<file path="src/rtl/fifo_rd_pkg.sv">
// Shared state encoding and constants for the FIFO read-side drain controller.
package fifo_rd_pkg;

  typedef enum logic [1:0] {
    ST_IDLE  = 2'd0,
    ST_RUN   = 2'd1,
    ST_DRAIN = 2'd2,
    ST_DONE  = 2'd3
  } state_t;

  // Smallest skid depth that sustains one word per cycle across the read latency.
  localparam int MIN_BUF_DEPTH = 3;

endpackage

</file>
<file path="src/rtl/skid_buf.sv">
// Small circular buffer absorbing the FIFO read latency; head is zero while empty.
module skid_buf #(
  parameter int WIDTH = 8,
  parameter int DEPTH = 3,
  localparam int OCC_W = $clog2(DEPTH + 1)
) (
  input  logic             clk,
  input  logic             srst,
  input  logic             i_push,
  input  logic [WIDTH-1:0] i_push_data,
  input  logic             i_pop,
  output logic [WIDTH-1:0] o_head,
  output logic [OCC_W-1:0] o_occ
);

  localparam int PTR_W = $clog2(DEPTH);

  logic [PTR_W-1:0] r_wr_ptr;
  logic [PTR_W-1:0] r_rd_ptr;
  logic [OCC_W-1:0] r_occ;
  logic [WIDTH-1:0] r_mem [DEPTH];

  // Depth need not be a power of two, so pointers wrap explicitly.
  function automatic logic [PTR_W-1:0] ptr_inc(input logic [PTR_W-1:0] p);
    return (p == PTR_W'(DEPTH - 1)) ? '0 : p + 1'b1;
  endfunction

  always_ff @(posedge clk) begin
    if (srst) begin
      r_wr_ptr <= '0;
      r_rd_ptr <= '0;
      r_occ    <= '0;
    end else begin
      if (i_push) r_wr_ptr <= ptr_inc(r_wr_ptr);
      if (i_pop)  r_rd_ptr <= ptr_inc(r_rd_ptr);
      case ({i_push, i_pop})
        2'b10:   r_occ <= r_occ + 1'b1;
        2'b01:   r_occ <= r_occ - 1'b1;
        default: r_occ <= r_occ;
      endcase
    end
  end

  always_ff @(posedge clk) begin
    if (i_push) r_mem[r_wr_ptr] <= i_push_data;
  end

  assign o_head = (r_occ != '0) ? r_mem[r_rd_ptr] : '0;
  assign o_occ  = r_occ;

endmodule

</file>
<file path="src/rtl/fifo_rd_ctrl.sv">
// Read-side burst drain controller: pops burst_len words and streams them out.
// Optional stall counter output enabled by defining FIFO_RD_CTRL_STATS_EN.
module fifo_rd_ctrl
  import fifo_rd_pkg::*;
#(
  parameter int DATA_WIDTH = 8,
  parameter int LEN_WIDTH  = 8,
  parameter int BUF_DEPTH  = 3
) (
  input  logic                  rd_clk,
  input  logic                  rd_rst,
  input  logic                  i_start,
  input  logic [LEN_WIDTH-1:0]  i_burst_len,
  output logic                  o_busy,
  output logic                  o_done,
  output logic                  o_fifo_rd,
  input  logic [DATA_WIDTH-1:0] i_fifo_rd_data,
  input  logic                  i_fifo_empty,
  output logic                  o_out_valid,
  output logic [DATA_WIDTH-1:0] o_out_data,
`ifdef FIFO_RD_CTRL_STATS_EN
  output logic [15:0]           o_stall_cnt,
`endif
  input  logic                  i_out_ready
);

  localparam int OCC_W = $clog2(BUF_DEPTH + 1);
  localparam logic [OCC_W:0] DEPTH_C = (OCC_W + 1)'(BUF_DEPTH);

  state_t                r_state;
  state_t                w_state_next;
  logic [LEN_WIDTH-1:0]  r_len;
  logic [LEN_WIDTH-1:0]  r_issued;
  logic [LEN_WIDTH-1:0]  r_accepted;
  logic [LEN_WIDTH-1:0]  w_accepted_next;
  logic [1:0]            r_pending;
  logic [OCC_W-1:0]      w_occ;
  logic [DATA_WIDTH-1:0] w_head;
  logic                  w_capture;
  logic                  w_xfer;
  logic                  w_issue;
  logic                  w_start_run;

  // Data from a pop lands on the FIFO port one cycle later and is captured then.
  assign w_capture       = (r_pending != 2'd0);
  assign w_xfer          = o_out_valid && i_out_ready;
  assign w_accepted_next = r_accepted + LEN_WIDTH'(w_xfer);
  assign w_start_run     = (r_state == ST_IDLE) && i_start && (i_burst_len != '0);
  assign w_issue = (r_state == ST_RUN) && !i_fifo_empty && (r_issued < r_len) &&
                   (((OCC_W + 1)'(w_occ) + (OCC_W + 1)'(r_pending)) < DEPTH_C);

  always_ff @(posedge rd_clk) begin
    if (rd_rst) r_state <= ST_IDLE;
    else        r_state <= w_state_next;
  end

  always_comb begin
    w_state_next = r_state;
    case (r_state)
      ST_IDLE:  if (i_start) w_state_next = (i_burst_len != '0) ? ST_RUN : ST_DONE;
      ST_RUN:   if (w_issue && (r_issued + 1'b1 == r_len)) w_state_next = ST_DRAIN;
      ST_DRAIN: if (w_accepted_next == r_len) w_state_next = ST_DONE;
      ST_DONE:  w_state_next = ST_IDLE;
      default:  w_state_next = ST_IDLE;
    endcase
  end

  always_comb begin
    o_busy    = (r_state == ST_RUN) || (r_state == ST_DRAIN);
    o_done    = (r_state == ST_DONE);
    o_fifo_rd = w_issue;
  end

  always_ff @(posedge rd_clk) begin
    if (rd_rst) begin
      r_len      <= '0;
      r_issued   <= '0;
      r_accepted <= '0;
      r_pending  <= '0;
    end else begin
      if (w_start_run) begin
        r_len      <= i_burst_len;
        r_issued   <= '0;
        r_accepted <= '0;
      end else begin
        if (w_issue) r_issued <= r_issued + 1'b1;
        if (w_xfer)  r_accepted <= w_accepted_next;
      end
      r_pending <= r_pending + {1'b0, w_issue} - {1'b0, w_capture};
    end
  end

  skid_buf #(
    .WIDTH (DATA_WIDTH),
    .DEPTH (BUF_DEPTH)
  ) u_skid (
    .clk         (rd_clk),
    .srst        (rd_rst),
    .i_push      (w_capture),
    .i_push_data (i_fifo_rd_data),
    .i_pop       (w_xfer),
    .o_head      (w_head),
    .o_occ       (w_occ)
  );

  assign o_out_valid = (w_occ != '0);
  assign o_out_data  = w_head;

`ifdef FIFO_RD_CTRL_STATS_EN
  logic [15:0] r_stall_cnt;

  always_ff @(posedge rd_clk) begin
    if (rd_rst || w_start_run) begin
      r_stall_cnt <= '0;
    end else if ((r_state == ST_RUN) && (r_issued < r_len) && i_fifo_empty &&
                 (r_stall_cnt != 16'hFFFF)) begin
      r_stall_cnt <= r_stall_cnt + 1'b1;
    end
  end

  assign o_stall_cnt = r_stall_cnt;
`endif

endmodule
</file>
<file path="config.mk">
export PLATFORM = sky130hd
export DESIGN_NAME = fifo_rd_ctrl
export DESIGN_NICKNAME = d
export VERILOG_FILES = /design/src/rtl/fifo_rd_pkg.sv /design/src/rtl/skid_buf.sv /design/src/rtl/fifo_rd_ctrl.sv
export SDC_FILE = /design/constraint.sdc
export NUM_CORES = 1
export LEC_CHECK = 0
export CORE_ASPECT_RATIO = 0.8
export CORE_MARGIN = 2
export CORE_UTILIZATION = 45
export DETAILED_ROUTE_END_ITERATION = 6
export GPL_ROUTABILITY_DRIVEN = 0
export GPL_TIMING_DRIVEN = 0
export PLACE_DENSITY_LB_ADDON = 0.1
export SYNTH_ARGS = -nofsm -noshare
export SYNTH_HDL_FRONTEND = slang
export SYNTH_SLANG_ARGS = --single-unit
</file>
<file path="constraint.sdc">
create_clock -name rd_clk -period 8.17 [get_ports rd_clk]
set_clock_uncertainty 0.15 [all_clocks]
set_input_delay 2.0425 -clock rd_clk [delete_from_list [all_inputs] [get_ports rd_clk]]
set_output_delay 2.0425 -clock rd_clk [all_outputs]
set_load 0.01 [all_outputs]
</file>
==> impl_results.md, run 1 <==
* Largest fanout on the critical path at 9
* Cell Rows at 27
* Fin util at 0.552
* Share of layout cells above drive strength 1 at 0.0872
* Most numerous cell in the Yosys netlist: sky130_fd_sc_hd__nor2_1
* RSZ-0062 raised after global routing: no
* Mean instance size in the synthesized netlist at slightly below 10 sq um
* Minimum period implied by the final worst setup slack at slightly above 6 ns
* Count of flip-flops with a built-in enable after synthesis at 24
* Fraction of post-synthesis cell area in the top cell type by area at 0.227
* TritonCTS clock tree: done
* Register area share after synthesis at 0.455
* DRC violation total after the first TritonRoute iteration at 108
* Initial Utilization at 0.462
* Final antenna-violating net count at 0
* Hold Vio Cnt, Final at 0
* Least-Margin Pin Slew at 1.28 ns
* Crit path cell chain: clkdlybuf4s50_1 > nor4b_1 > nand2_2 > nor2_1 > clkdlybuf4s50_1
* Sequential cell area at between 1000 and 1500 sq um
* TritonRoute pass-1 iters at 4
* Required @ worst endpoint at 5.98 ns
* Number of buffers inserted by port buffering at 31
* Synthesis Warnings at 0
* Minimum setup slack in the final design at approximately 2 ns
* Critical path startpoint category: input pin
* Clk root buf: sky130_fd_sc_hd__clkbuf_8
* Endpoint kind of the worst setup timing path: output pin
* Pwr per Cell Area at 234 nW/um^2
* Number of setup violations in the final report at 0
* Pin count of the biggest net entering global routing at 11
* Num Clock Sinks at 60
* Count of instances resized after the clock tree is built at 0
* Total power at between 0.8 and 0.9 mW
* Nets at 403
* Async set or reset register ratio after synthesis at 0
* Number of cells in the finished layout apart from fillers at 454
* Flop and latch count out of synthesis at 60
* Leading cell types by count after synthesis: sky130_fd_sc_hd__nor2_1, sky130_fd_sc_hd__dfxtp_1, sky130_fd_sc_hd__edfxtp_1
* Number of distinct standard cells referenced by the synthesized netlist at 48
* Max-cap violations at 0
* Cell class contributing the biggest share of worst-path delay: buffers and inverters
* Number of design rule violations left after detail routing at 0
* Total I/O pin count at 33
* Worst vdd rail ir drop at ~0.14 mV
* Area growth, synth to finish at 19.3%
* Critical Path Most Common Cell: sky130_fd_sc_hd__clkdlybuf4s50_1
* Full die area at roughly 7700 sq um
* Sum of net half-perimeters after detailed placement at between 4000 and 5000 um
* Number of buffers created by CTS at 9
* Max-slew violation total from the final report at 0
* Syn Nets at 361
* Cell types with the largest area share after synthesis: sky130_fd_sc_hd__dfxtp_1, sky130_fd_sc_hd__edfxtp_1, sky130_fd_sc_hd__ha_1
* Clock Latency Late Sink at approximately 0.33 ns
* Overflow after GRT at 0
* Synthesized area at 3170 sq um
* Wire length of the first global-routing pass at between 10000 and 15000 um
* Core area at 6860 sq um
* Area taken by multi-input logic gates at 1620 sq um
* Status: completed
* DP Worst Slack at between 2 and 2.5 ns
* Clk pin slew, worst setup/hold paths at 0.07 ns
* Worst path buffer plus inverter count at 2
* HP Class: flop to flop
* DRT Wirelength at roughly 6500 um
* Count of buffers added by post-CTS timing repair for setup at 0
* Average via count per standard cell at 5.15
* Setup total negative slack at 0 ns
* Leading register cell type out of synthesis: sky130_fd_sc_hd__dfxtp_1
* Diode count at 0
* Inst Count DP at 438
* Critical path arrival at 3.97 ns
* Hold-fix buffers, CTS at 0
* CP max-delay cell: sky130_fd_sc_hd__clkdlybuf4s50_1
* Die X at 97.8 um
* Die extent in y at 79.1 um
* Highest attainable clock frequency at between 0.15 and 0.2 GHz
* Max stage delay on crit path at 0.62 ns
* Post-Syn Instances at 320
* Via count at 2337
* Setup CP Type: input pin to output pin
* Filler cells at between 600 and 700
* Post-synthesis cell type with the largest combined area: sky130_fd_sc_hd__dfxtp_1
* Reported leakage power at 1.35 nW
* CTS max path bufs at 2
* WL per Instance at 14.3 um
* Final period util at 0.755
* Max-slew headroom at 0.142
* Number of antenna violations at the first check in global routing at 0
* Number of global-route vias before repair at 2235
* Maximum level of the CTS H-tree at 3
* Tot GR Track Use at 0.180
-- final cells by class --
class / count / area share
Buffer: 14 / 0.0205
Clock buffer: 11 / 0.0347
Clock inverter: 5 / 0.0139
Inverter: 12 / 0.0119
Multi-Input combinational cell: 234 / 0.427
Sequential cell: 60 / 0.381
Tap cell: 87 / 0.0288
Timing Repair Buffer: 31 / 0.0820
-- stage by stage --
stage | area (sq um) | hold WS (ns)
5_1_grt | 3780 | 0.359
3_3_place_gp | 3590 | 0.299
4_1_cts | 3770 | 0.315
2_1_floorplan | 3170 | 0.291
3_5_place_dp | 3590 | 0.305
6_report | 3780 | 0.312
-- final timing paths --
check                               start                          to  slack (ns)  cells after the start
min reg2reg    r_accepted[0]$_SDFFE_PP0N_  r_accepted[0]$_SDFFE_PP0N_        0.31                      2
max                          i_fifo_empty                   o_fifo_rd        2.00                      5
max reg2reg  u_skid.o_occ[0]$_SDFFE_PP0P_     r_state[0]$_SDFFE_PP0P_        4.43                     14
min            r_accepted[0]$_SDFFE_PP0N_  r_accepted[0]$_SDFFE_PP0N_        0.31                      2
-- per-layer routing --
metal	vias to the layer above	GRT usage	wire, um
li1	1207	-	-
met1	1088	0.257	3230
met2	40	0.264	2870
met3	2	0.0555	349
met4	0	0.0500	34
met5	-	0	0
-- report_power, final --
part           switching, mW  leakage (nW)  internal [mW]
Sequential            0.0202         0.508          0.332
Combinational          0.149         0.746          0.129
Clock                  0.115        0.0931          0.139
Total                  0.285          1.35          0.600
-- worst min-delay path, delay by kind of cell, from the launching register on --
| kind | cells | cell delay [ns] |
|---|---|---|
| AND/OR/NAND/NOR | 1 | 0.05 |
| AO/OA/AOI/OAI | 1 | 0.05 |
| flip-flops | 1 | 0.31 |
-- logic make-up (layout without fill, tap and decap cells) --
logic type / after synthesis / in the layout / share of synthesized area
buffers and inverters: 26 / 73 / 0.0387
adder cells (fa/ha/maj): 20 / 20 / 0.0813
AND/OR/NAND/NOR: 118 / 118 / 0.182
AO/OA/AOI/OAI: 50 / 50 / 0.111
XOR/XNOR: 31 / 31 / 0.0857
multiplexers: 15 / 15 / 0.0474
flip-flops: 60 / 60 / 0.455
-- layout by cell type (no fill, tap or decap), types with 4 or more instances in the layout --
master and instances:
sky130_fd_sc_hd__edfxtp_1 24, sky130_fd_sc_hd__clkbuf_8 9, sky130_fd_sc_hd__nand2_1 19, sky130_fd_sc_hd__nand3_1 7, sky130_fd_sc_hd__o21ai_0 8, sky130_fd_sc_hd__mux2i_1 15, sky130_fd_sc_hd__clkbuf_1 11, sky130_fd_sc_hd__clkdlybuf4s50_1 31
sky130_fd_sc_hd__nor3b_1 4, sky130_fd_sc_hd__dfxtp_1 36, sky130_fd_sc_hd__ha_1 19, sky130_fd_sc_hd__nor2_1 48, sky130_fd_sc_hd__xor2_1 8, sky130_fd_sc_hd__nor3_1 10, sky130_fd_sc_hd__xnor2_1 23, sky130_fd_sc_hd__inv_1 12
sky130_fd_sc_hd__a21oi_1 22
-- state kept, by name (all words and copies together) (netlist names), named ones only --
signal and count:
r_len 8, u_skid.r_rd_ptr 2, r_state 2, r_accepted 8
r_pending 2, r_issued 8, u_skid.o_occ 2, u_skid.r_mem 24
u_skid.r_wr_ptr 2
Note: power is estimated with default switching activity, not from simulation.
==> run 2, diff against run 1 <==
==> constraint.sdc (replaced) <==
create_clock -name rd_clk -period 5.2 [get_ports rd_clk]
set_clock_uncertainty 0.15 [all_clocks]
set_input_delay 1.3 -clock rd_clk [delete_from_list [all_inputs] [get_ports rd_clk]]
set_output_delay 1.3 -clock rd_clk [all_outputs]
set_load 0.01 [all_outputs]
==> results of run 2 <==
The final DEF is identical to that of run 1. Status: completed.
Among the figures that moved: setup slack after placement 2.02 ns -> 0.531 ns; setup slack after layout 2.00 ns -> 0.520 ns; register-to-register setup slack 4.43 ns -> 1.46 ns; total power 0.885 mW -> 1.39 mW; worst IR drop on VDD 0.140 mV -> 0.220 mV
